==> config.mk <==
export PLATFORM = sky130hd
export DESIGN_NAME = fft_spectrum_feeder
export DESIGN_NICKNAME = d
export VERILOG_FILES = /design/src/rtl/fft_spectrum_feeder.sv
export SDC_FILE = /design/constraint.sdc
export NUM_CORES = 2
export LEC_CHECK = 0
export CAP_MARGIN = 20
export CORE_ASPECT_RATIO = 1.75
export CORE_UTILIZATION = 35
export DETAILED_ROUTE_END_ITERATION = 8
export PLACE_DENSITY_LB_ADDON = 0.25
export SLEW_MARGIN = 20
export SYNTH_ARGS = -nofsm -noshare
export SYNTH_HDL_FRONTEND = slang
export SYNTH_SLANG_ARGS = --single-unit
==> constraint.sdc <==
create_clock -name lcd_pclk -period 7.7 [get_ports lcd_pclk]
set_clock_uncertainty 0.15 [all_clocks]
set_input_delay 1.54 -clock lcd_pclk [delete_from_list [all_inputs] [get_ports lcd_pclk]]
set_output_delay 1.54 -clock lcd_pclk [all_outputs]
set_load 0.02 [all_outputs]
==> src/rtl/fft_spectrum_feeder.sv <==
// Ping-pong frame buffer between the FFT magnitude stream and the spectrum-drawing LCD block.
// Latency: data_req -> fft_data is 2 cycles (registered RAM read, then clamp register).
// Backpressure: s_ready drops once a complete frame waits for a swap; it rises again at the next display wrap.
//
// Ports:
//   lcd_pclk, rst_n        single clock domain, async active-low reset
//   h_disp                 LCD horizontal resolution; displayed magnitude is clamped to h_disp-1
//   s_valid/s_data/s_last  FFT magnitude stream in, s_ready out (valid/ready handshake)
//   data_req               1-cycle request for the magnitude at fft_point_cnt
//   fft_point_done         1-cycle pulse advancing fft_point_cnt (wraps after POINTS-1)
//   fft_point_cnt          point index currently displayed
//   fft_data               clamped magnitude, held until the next data_req
//   frame_swap, frame_err  1-cycle status pulses: banks swapped / malformed input frame dropped
module fft_spectrum_feeder #(
    parameter int POINTS = 64,
    parameter int DW     = 16
) (
    input  logic          lcd_pclk,
    input  logic          rst_n,
    input  logic [10:0]   h_disp,
    input  logic          s_valid,
    input  logic [DW-1:0] s_data,
    input  logic          s_last,
    output logic          s_ready,
    input  logic          data_req,
    input  logic          fft_point_done,
    output logic [6:0]    fft_point_cnt,
    output logic [DW-1:0] fft_data,
    output logic          frame_swap,
    output logic          frame_err
);

    localparam int          AW   = $clog2(2 * POINTS);
    localparam int          EW   = (DW > 11) ? DW : 11;
    localparam logic [6:0]  LAST = 7'(POINTS - 1);

    logic [6:0]    wr_idx_q, wr_idx_d;
    logic          wr_bank_q, wr_bank_d;
    logic          rd_bank_q, rd_bank_d;
    logic          pending_q, pending_d;
    logic          rd_valid_q, rd_valid_d;
    logic [6:0]    cnt_q, cnt_d;
    logic          frame_swap_q, frame_err_q;
    logic          req_q;       // read issued last cycle; clamp stage loads fft_data
    logic          rvld_q;      // rd_valid captured alongside the RAM read
    logic [DW-1:0] fft_data_q, fft_data_d;
    logic [DW-1:0] rdata_q;

    logic [DW-1:0] mem [0:2*POINTS-1];

    logic          accept, at_last, beat_ok, beat_bad, wrap, swap;
    logic [AW-1:0] waddr, raddr;
    logic [EW-1:0] word_ext, lim_ext, clamped;

    assign s_ready  = ~pending_q;
    assign accept   = s_valid & ~pending_q;
    assign at_last  = (wr_idx_q == LAST);
    assign beat_ok  = accept & (s_last == at_last);
    assign beat_bad = accept & (s_last != at_last);
    assign wrap     = fft_point_done & (cnt_q == LAST);
    // Uses the registered pending: a frame finishing in the wrap cycle waits for the next wrap.
    assign swap     = wrap & pending_q;

    // Bank b occupies addresses [b*POINTS, b*POINTS+POINTS-1]; POINTS need not be a power of two.
    assign waddr = AW'(wr_idx_q) + (wr_bank_q ? AW'(POINTS) : AW'(0));
    assign raddr = AW'(cnt_q)    + (rd_bank_q ? AW'(POINTS) : AW'(0));

    // Clamp on the zero-extended word, so set bits above bit 10 always saturate to h_disp-1.
    always_comb begin
        word_ext = EW'(rdata_q);
        lim_ext  = EW'(h_disp - 11'd1);
        clamped  = '0;
        if (rvld_q && (h_disp != 11'd0)) begin
            clamped = (word_ext > lim_ext) ? lim_ext : word_ext;
        end
    end

    always_comb begin
        wr_idx_d   = wr_idx_q;
        wr_bank_d  = wr_bank_q;
        rd_bank_d  = rd_bank_q;
        pending_d  = pending_q;
        rd_valid_d = rd_valid_q | swap;
        cnt_d      = cnt_q;
        fft_data_d = fft_data_q;

        if (beat_ok) begin
            wr_idx_d = at_last ? 7'd0 : wr_idx_q + 7'd1;
        end else if (beat_bad) begin
            wr_idx_d = 7'd0;
        end

        // swap needs pending_q=1 and a completing beat needs pending_q=0, so these never collide.
        if (swap) begin
            pending_d = 1'b0;
            wr_bank_d = rd_bank_q;
            rd_bank_d = wr_bank_q;
        end else if (beat_ok && at_last) begin
            pending_d = 1'b1;
        end

        if (fft_point_done) begin
            cnt_d = (cnt_q == LAST) ? 7'd0 : cnt_q + 7'd1;
        end

        if (req_q) begin
            fft_data_d = DW'(clamped);
        end
    end

    always_ff @(posedge lcd_pclk or negedge rst_n) begin
        if (!rst_n) begin
            wr_idx_q     <= '0;
            wr_bank_q    <= 1'b0;
            rd_bank_q    <= 1'b1;
            pending_q    <= 1'b0;
            rd_valid_q   <= 1'b0;
            cnt_q        <= '0;
            frame_swap_q <= 1'b0;
            frame_err_q  <= 1'b0;
            req_q        <= 1'b0;
            rvld_q       <= 1'b0;
            fft_data_q   <= '0;
        end else begin
            wr_idx_q     <= wr_idx_d;
            wr_bank_q    <= wr_bank_d;
            rd_bank_q    <= rd_bank_d;
            pending_q    <= pending_d;
            rd_valid_q   <= rd_valid_d;
            cnt_q        <= cnt_d;
            frame_swap_q <= swap;
            frame_err_q  <= beat_bad;
            req_q        <= data_req;
            if (data_req) begin
                rvld_q <= rd_valid_q;
            end
            fft_data_q   <= fft_data_d;
        end
    end

    // Simple dual-port RAM: one write port, one registered read port, contents not reset.
    always_ff @(posedge lcd_pclk) begin
        if (beat_ok) begin
            mem[waddr] <= s_data;
        end
        if (data_req) begin
            rdata_q <= mem[raddr];
        end
    end

    assign fft_point_cnt = cnt_q;
    assign fft_data      = fft_data_q;
    assign frame_swap    = frame_swap_q;
    assign frame_err     = frame_err_q;

endmodule

==> impl_summary.txt <==
----------------------------------------------------
[Outcome]
  Status ... completed

[Floorplan]
  Chip height ... 642.9 um
  Std cell rows ... 234
  Area of the die ... 0.2367 sq mm
  Effective utilization at floorplan ... 35.29%
  Core ar. ... 0.2328 sq mm
  I/O pin cnt ... 59
  Die width ... 368.2 um

[Timing]
  Period utilisation layout ... 66.55%
  Number of pins exceeding their max-slew limit in the final report ... 0
  Slew at the pin closest to its max-slew limit ... 1138 ps
  Final worst slack ... 2576 ps
  Slew Limit Headroom ... 24.14%
  Post-Route Hold Slack ... 330.2 ps
  Post-Route Setup TNS ... 0 ps
  Highest clock frequency the design can meet ... 195.2 MHz
  Post-layout minimum cycle time ... 5124 ps
  RSZ-0062 raised after global routing ... false
  Final Hold Vio Count ... 0
  Total of endpoints with negative setup slack in the final report ... 0

[CTS]
  CTS Hold Buffers Added ... 0
  Root cell of the clock tree ... sky130_fd_sc_hd__clkbuf_16
  Clk Latency, worst-skew pair ... 850 ps
  CTS tree ... built
  Clock tree sinks ... 2102
  Number of buffers on the longest clock path ... 4
  Postcts setup bufs ... 0
  Number of buffers inserted during clock tree synthesis ... 184
  Total number of H-tree levels ... 4
  Resized Gates After CTS ... 0
  Clock transition at the register clock pins on the worst setup and hold paths after CTS ... 60 ps

[Setup path]
  Nature of the critical path endpoint ... flop
  Crit path arrival time ... 5650 ps
  Type of the setup path with the least slack ... input port to flop
  Req. time, crit path ... 8220 ps
  Minimum setup slack among reg-to-reg paths ... 3010 ps
  Crit Path Max Fanout ... 22
  Nature of the critical path startpoint ... input port

[Synthesis]
  Number of storage elements in the synthesis netlist ... 2102
  Fraction of synthesis flops using an asynchronous set or reset pin ... 1.808%
  Top flip-flop cell by instance count after synthesis ... sky130_fd_sc_hd__edfxtp_1
  Share of synthesized area occupied by flip-flops and latches ... 76.61%
  Yosys synthesis warning count ... 0
  Syn_nets ... 4026
  Synth unique cells ... 70
  Number of flops mapped to enable cells by yosys ... 2064
  Post-synthesis average cell area ... 20.68 sq um
  Synthesized instance count ... 3973
  Synthesized area ... 0.08215 sq mm
  Cell type with the largest total area after synthesis ... sky130_fd_sc_hd__edfxtp_1
  Post-synth top area share ... 75.45%
  Largest cells by area after synthesis ... sky130_fd_sc_hd__edfxtp_1, sky130_fd_sc_hd__mux4_2, sky130_fd_sc_hd__mux2i_1

[Hold path]
  Path class of the lowest-slack min-delay path ... flop to flop

[Global route]
  Number of antenna violations at the first check in global routing ... 8
  Number of global-route vias before repair ... 41540
  Maximum number of pins on one net before global-route repair ... 93
  Global-route wire length before repair ... 322200 um
  GRT Resource Usage Total ... 19.16%
  Overall overflow remaining after global route ... 0

[Detailed routing]
  Detailed-route via count ... 40210
  Sum of routed wire length over all layers ... 228700 um
  Number of vias per cell ... 5.433
  Residual antenna-violating net count after detailed routing ... 0
  # DRC ... 0
  Initial DRC count ... 3636
  1st-pass router iterations ... 5
  Routed length per instance ... 30.90 um

[Power]
  Clock power share ... 31.6%
  Share of total power in combinational logic ... 23.7%
  Pwr/cell area ... 311.2 mW/mm^2
  Switching share of power ... 30.36%
  Max IR drop VDD ... 0.1984 mV
  Internal cell power ... 0.02010 W
  Reported leakage power ... 28.95 nW
  Switching component of the power ... 0.008763 W
  Portion of total power attributed to sequential cells ... 44.8%

[Placement]
  Number of port buffers ... 58
  Place WS ... 1820 ps
  HPWL reported at the end of detailed placement ... 144100 um
  Final weighted congestion in routability-driven placement ... 0.8422

[Finish]
  Layout cells sized above 1 ... 22.29%
  Most used cells in the layout excluding fill and tap cells ... sky130_fd_sc_hd__edfxtp_1, sky130_fd_sc_hd__mux4_2, sky130_fd_sc_hd__mux2i_1, sky130_fd_sc_hd__buf_4, sky130_fd_sc_hd__clkbuf_16
  Area grow syn2layout ... 12.90%
  Final design utilization ... 39.84%
  Total number of nets in the final design ... 4245
  Commonest non-fill, non-tap cell in the layout ... sky130_fd_sc_hd__edfxtp_1

[Run]
  Number of maximum-capacitance constraint violations ... 0

----------------------------------------------------
final cells by class:
| type | instances | area [sq um] |
|---|---|---|
| Clock buffer | 233 | 4945 |
| Timing Repair Buffer | 261 | 2200 |
| Multi-Input combinational cell | 1632 | 17960 |
| Clock inverter | 90 | 799.5 |
| Fill cell | 20720 | 140000 |
| Tap cell | 3068 | 3839 |
| Inverter | 11 | 41.29 |
| Sequential cell | 2102 | 62950 |
| Antenna cell | 4 | 10.01 |
flip-flops by register name (all words and copies together), names as in the netlist:
register,cells
rd_valid_q,1
frame_swap,1
mem,2048
rdata_q,16
req_q,1
wr_idx_q,7
fft_point_cnt,7
pending_q,1
fft_data,16
frame_err,1
rvld_q,1
rd_bank_q,1
wr_bank_q,1
per-layer routing:
metal	up-vias	wire, um	global-route usage (%)
li1	16990	-	-
met1	21790	84600	22.25
met2	1108	123700	35.28
met3	320	9683	2.253
met4	6	10720	8.163
met5	-	40	0
critical path, cell delays in order:
cell and delay (ps):
sky130_fd_sc_hd__clkdlybuf4s50_1 480, sky130_fd_sc_hd__nor4_1 610, sky130_fd_sc_hd__nand3_1 210, sky130_fd_sc_hd__nor3_1 240, sky130_fd_sc_hd__xnor2_1 200, sky130_fd_sc_hd__ha_1 290
sky130_fd_sc_hd__and3_1 190, sky130_fd_sc_hd__a221o_1 350, sky130_fd_sc_hd__a221oi_1 360, sky130_fd_sc_hd__o21a_1 720, sky130_fd_sc_hd__a2111oi_0 220, sky130_fd_sc_hd__nand3b_1 220
logic make-up (layout without fill, tap and decap cells):
kind of cell	Yosys count	after routing	share of synthesized area [%]
AO/OA/AOI/OAI	475	475	3.977
flip-flops	2102	2102	76.61
XOR/XNOR	19	19	0.2026
AND/OR/NAND/NOR	386	386	2.204
multiplexers	732	732	14.96
adder cells (fa/ha/maj)	20	20	0.3046
other	0	4	0
buffers and inverters	239	595	1.739
cell usage after synthesis, drive strengths merged (4+ instances only):
cell type	count
nand4	25
xnor2	10
o221ai	32
a31oi	27
and3	4
a22o	11
a221oi	6
nand2	57
edfxtp	2064
mux2i	291
clkbuf	101
o211ai	10
dfrtp	37
ha	20
nor3	18
nand2b	4
nand3b	13
a32oi	18
nor2	169
a22oi	95
a21oi	90
a21boi	19
nand3	58
o22ai	34
inv	11
mux4	392
a21o	6
nor2b	14
o21ai	64
buf	127
xor2	9
o21a	7
a2111oi	14
a311oi	5
a211oi	20
mux2	49
through the flow:
step / area [sq um] / instances / power [W]
after floorplan: 82150 / 3973 / 0.01711
after global placement: 86930 / 7071 / 0.02012
after detailed placement: 86960 / 7072 / 0.02014
after CTS: 92710 / 7395 / 0.02920
after global routing: 92740 / 7398 / 0.02969
final: 92740 / 7401 / 0.02887
power by group through the flow:
stage               clock, W  sequential (W)  combinational (W)
floorplan                  0          0.0130            0.00412
global placement           0          0.0132            0.00694
detailed placement         0          0.0132            0.00696
CTS                  0.00930          0.0129            0.00698
global route         0.00965          0.0129            0.00711
finish               0.00911          0.0129            0.00683
final timing paths:
kind                                              start                            to  cells after the start
max reg2reg                fft_point_cnt[0]$_DFFE_PN0P_         rdata_q[10]$_DFFE_PP_                      7
max                                           h_disp[4]       fft_data[2]$_DFFE_PN0P_                     12
min                                rd_valid_q$_DFF_PN0_          rd_valid_q$_DFF_PN0_                      1
min reg2reg                        rd_valid_q$_DFF_PN0_          rd_valid_q$_DFF_PN0_                      1
min in group asynchronous                         rst_n      fft_data[10]$_DFFE_PN0P_                      2
max in group asynchronous                         rst_n  fft_point_cnt[2]$_DFFE_PN0P_                      2
Power figures use the tool's default switching activity.
